`src/rtl/alu_example_unit.sv`:
```
// alu_example_unit: 4-bit two-operand ALU (ADD/SUB/AND/OR) with a registered result.
// The operand, select and result bits are individual scalar pins so that each bit
// can be back-annotated on its own. All arithmetic is unsigned and wraps modulo 16.
module alu_example_unit (
  input  logic clk,
  input  logic rst_n,
`ifdef USE_POWER_PINS
  inout  wire  vccd1,
  inout  wire  vssd1,
`endif
  input  logic A0,
  input  logic A1,
  input  logic A2,
  input  logic A3,
  input  logic B0,
  input  logic B1,
  input  logic B2,
  input  logic B3,
  input  logic CTRL0,
  input  logic CTRL1,
  output logic C0,
  output logic C1,
  output logic C2,
  output logic C3
);

  // Operation select encodings.
  localparam logic [1:0] OP_ADD = 2'd0;
  localparam logic [1:0] OP_SUB = 2'd1;
  localparam logic [1:0] OP_AND = 2'd2;
  localparam logic [1:0] OP_OR  = 2'd3;

  logic [3:0] a;
  logic [3:0] b;
  logic [1:0] ctrl;
  logic [3:0] result_next;
  logic [3:0] c_reg;

  // Gather the scalar pins into vectors; bit 0 is the LSB throughout.
  assign a    = {A3, A2, A1, A0};
  assign b    = {B3, B2, B1, B0};
  assign ctrl = {CTRL1, CTRL0};

  // Combinational ALU; carry and borrow fall off the top of the 4-bit result.
  always_comb begin
    result_next = 4'd0;
    case (ctrl)
      OP_ADD:  result_next = a + b;
      OP_SUB:  result_next = a - b;
      OP_AND:  result_next = a & b;
      OP_OR:   result_next = a | b;
      default: result_next = 4'bxxxx;
    endcase
  end

  // Output register: cleared the moment rst_n drops, otherwise loads the ALU result
  // every rising edge. C comes only from here, so it cannot glitch between edges.
  always_ff @(posedge clk or negedge rst_n) begin
    if (!rst_n) begin
      c_reg <= 4'd0;
    end else begin
      c_reg <= result_next;
    end
  end

  // Fan the registered result back out to the scalar pins.
  assign C0 = c_reg[0];
  assign C1 = c_reg[1];
  assign C2 = c_reg[2];
  assign C3 = c_reg[3];

endmodule

```
`config.mk`:
```
export PLATFORM = sky130hd
export DESIGN_NAME = alu_example_unit
export DESIGN_NICKNAME = d
export VERILOG_FILES = /design/src/rtl/alu_example_unit.sv
export SDC_FILE = /design/constraint.sdc
export NUM_CORES = 1
export LEC_CHECK = 0
export CORE_AREA = 4 4 41 43
export DETAILED_ROUTE_END_ITERATION = 10
export DIE_AREA = 0 0 45 47
export PLACE_DENSITY = 0.63
export SLEW_MARGIN = 20
export SYNTH_ARGS = -nofsm -noshare
export SYNTH_HDL_FRONTEND = slang
export SYNTH_SLANG_ARGS = --single-unit
```
`constraint.sdc`:
```
create_clock -name clk -period 0.8 [get_ports clk]
set_input_delay 0.08 -clock clk [delete_from_list [all_inputs] [get_ports clk]]
set_output_delay 0.08 -clock clk [all_outputs]
set_load 0.05 [all_outputs]
```
==> flow_metrics.py <==
metrics = {
    "cells_and_area": {
        "finish.utilization_pct": 68.1,
        "multi_input_area_sq_um": 395,
        "final_area_sq_um": 886,
        "drive_gt1_share_pct": 56.8,
        "area.growth.synth_to_final_pct": 92.4,
        "n_antenna_cell": 0,
        "finalNetCount": 109,
        "ff_latch_area_sq_um": 100,
        "n_fill_cell": 118,
        "largest_reg_flops": 4,
    },
    "power_and_ir_drop": {
        "swShare_pct": 35.0,
        "internal-power_mw": 0.777,
        "power.switching_mw": 0.419,
        "power_density_nw_per_um2": 1350,
        "p_seq_share_pct": 22.0,
        "combPwrFrac_pct": 57.4,
        "p_clk_share_pct": 20.5,
        "cellLeakagePower_nw": 0.432,
        "peakVddDrop_v": 0.000540,
    },
    "yosys": {
        "yosysTopAreaCellShare_pct": 21.7,
        "mappedNetlistArea_sq_um": 460,
        "synth_edf_count": 0,
        "synth_top_family_by_area": "adder cells",
        "yosys.area.top_type": "dfrtp_1",
        "ys_seq_elements": 4,
        "muxShareOfSynthArea_pct": 2.17,
        "synth_compound_area_share_pct": 16.6,
        "ys_seq_area_share_pct": 21.7,
        "yosysUniqueCellTypes": 26,
        "ys.flop_type": "dfrtp_1",
        "syn_nets": 72,
        "synth_area_per_cell_sq_um": 8.69,
        "synth_xor_area_share_pct": 5.71,
        "ys_top_cells_by_area": "dfrtp_1, ha_1, inv_1, nand2_1, a21oi_1",
        "yosys_warnings": 0,
        "synth-simple-area-share_pct": 22.3,
        "synth_fa_ha_area_share_pct": 25.0,
        "synthArstFlopShare_pct": 100,
        "synth_cells": 53,
    },
    "clock_tree": {
        "hold_buffers": 0,
        "clkSinkCount": 4,
        "ctsLongestPathBuffers": 2,
        "cts_made_buffers": 3,
        "htreeDepth": 1,
        "root_buffer": "clkbuf_4",
        "postCtsSetupBuffers": 0,
        "cts_tree": "yes",
        "clk_pin_slew_ns": 0.04,
    },
    "worst_setup_path": {
        "path_max_fanout": 5,
        "path_cells": "clkdlybuf4s50_1, ha_4, nand3b_1, a41o_1, a31o_1, a211oi_2",
        "cp.required_ns": 0.95,
        "cp.arrival_ns": 1.59,
        "cp-start-kind": "primary input",
        "max_stage_delay_ns": 0.47,
        "path_buf_inv": 1,
        "worst_path_max_delay_cell": "clkdlybuf4s50_1",
        "critPathTopFamily": "compound AO/OA/AOI/OAI gates",
        "path_class": "primary input to flip-flop",
        "crit_path_end_kind": "flip-flop",
    },
    "floorplan": {
        "dieHeight_um": 47,
        "die_width_um": 45,
        "row_count": 13,
        "coreArea_sq_um": 1300,
        "dieArea_sq_um": 2120,
        "io_pins": 16,
        "start_util_pct": 35.4,
    },
    "drt": {
        "vias": 480,
        "routedWlPerCell_um": 10.2,
        "antenna_left": 0,
        "drt_pre_antenna_iters": 2,
        "vias_per_cell": 4.66,
        "drt_iter0_drc": 1,
        "routed_wl_mm": 1.05,
        "drcViolationCount": 0,
    },
    "timing": {
        "hold_violations": 0,
        "fmax_ghz": 0.695,
        "fin_ws_ns": -0.638,
        "tightest_slew_ns": 0.245,
        "maxSlewHeadroom_pct": 83.5,
        "rsz0062_at_grt": "yes",
        "min_period_over_period_pct": 180,
        "slew_violations": 0,
        "fin_crit_ns": 1.44,
        "setup_viol_count_final": 7,
        "setup_tns_ns": -1.49,
    },
    "global_route": {
        "grt_pass1_wl_mm": 1.93,
        "busiest_layer": "met2",
        "grt_use_met3_pct": 1.15,
        "grt.total_usage_pct": 12.4,
        "met1_usage_pct": 14.6,
        "grt_pass1_vias": 497,
        "grt_overflow_total": 0,
        "antenna_found_initial": 0,
        "use_met2_pct": 22.0,
        "grt_max_degree": 6,
    },
    "placed_design": {
        "io_buffers": 15,
        "place_congestion": 0.708,
        "place_hpwl_um": 946,
        "detailed_place.area_sq_um": 840,
    },
    "status": {
        "violations": "negative setup slack",
        "run_status": "complete, but fails checks",
    },
    "flow_run": {
        "cap_viol_max_count": 0,
    },
    "min_path": {
        "hold_path_class": "primary input to async pin",
    },
}
## cells in the mapped netlist (2+ instances only)
library cell  number
ha_1               6
o21ai_0            3
nor2_1             3
maj3_1             2
a21oi_1            4
nand2_1            6
xor2_1             2
dfrtp_1            4
inv_1              6
## final timing paths
kind / endpoint / slack [ns] / cells past startpoint / startpoint
max in group asynchronous: c_reg[0]$_DFF_PN0_ / 0.59 / 1 / rst_n
setup / recovery: c_reg[3]$_DFF_PN0_ / -0.64 / 6 / A2
min in group clk: c_reg[2]$_DFF_PN0_ / 0.24 / 3 / CTRL1
hold / removal: c_reg[2]$_DFF_PN0_ / 0.04 / 1 / rst_n
## logic make-up (layout without fill, tap and decap cells)
logic type      Yosys count  count (layout)
buf+inv                   7              42
mux                       1               1
compound gates           11              11
flops                     4               4
fa+ha+maj                 9               9
simple gates             18              18
xor+xnor                  3               3
## metrics by stage
stage          std cells  hold slack (ns)  total power [mW]  worst slack [ns]
2_1_floorplan         53           -0.216             0.598            -0.757
3_3_place_gp         100            0.295             0.924             -1.35
3_5_place_dp         100            0.296             0.936             -1.39
4_1_cts              103           0.0467              1.21            -0.628
5_1_grt              103           0.0683              1.26            -0.707
6_report             103           0.0443              1.20            -0.638
## layer usage
metal | routed length (um) | vias up
met2 | 563 | 11
met5 | 0 | -
met3 | 50 | 0
met1 | 431 | 210
met4 | 0 | 0
li1 | - | 259
## layout by cell type, fill, tap and decap left out, types with 2 or more instances in the layout
master and instances:
xor2_1 2, ha_1 3, buf_4 17, dfrtp_1 4, buf_12 4, inv_2 2
clkdlybuf4s50_1 4, nand2_1 5, dlygate4sd2_1 2, buf_8 2, inv_1 2, buf_2 2
inv_4 2, a21oi_1 3, maj3_1 2, ha_4 2, clkbuf_4 3, nor2_1 2
## power by group through the flow
| stage | Sequential [mW] | Combinational (mW) | Clock, mW |
|---|---|---|---|
| floorplan | 0.366 | 0.232 | 0 |
| global placement | 0.266 | 0.659 | 0 |
| detailed placement | 0.267 | 0.670 | 0 |
| CTS | 0.265 | 0.688 | 0.257 |
| global route | 0.268 | 0.738 | 0.258 |
| finish | 0.264 | 0.687 | 0.245 |
## cell type report
type	count	share of cell area, %
clock buffers	3	2.54
inverters	6	3.11
multi-input cells	42	44.6
flip-flops and latches	4	11.3
well taps	15	2.12
repair buffers	33	36.3
## what timing repair did
action                     in CTS  in global routing
pin swaps                      12                  1
resized for setup              30                  3
setup endpoints to repair       8                  8
Note: power is estimated with default switching activity, not from simulation.
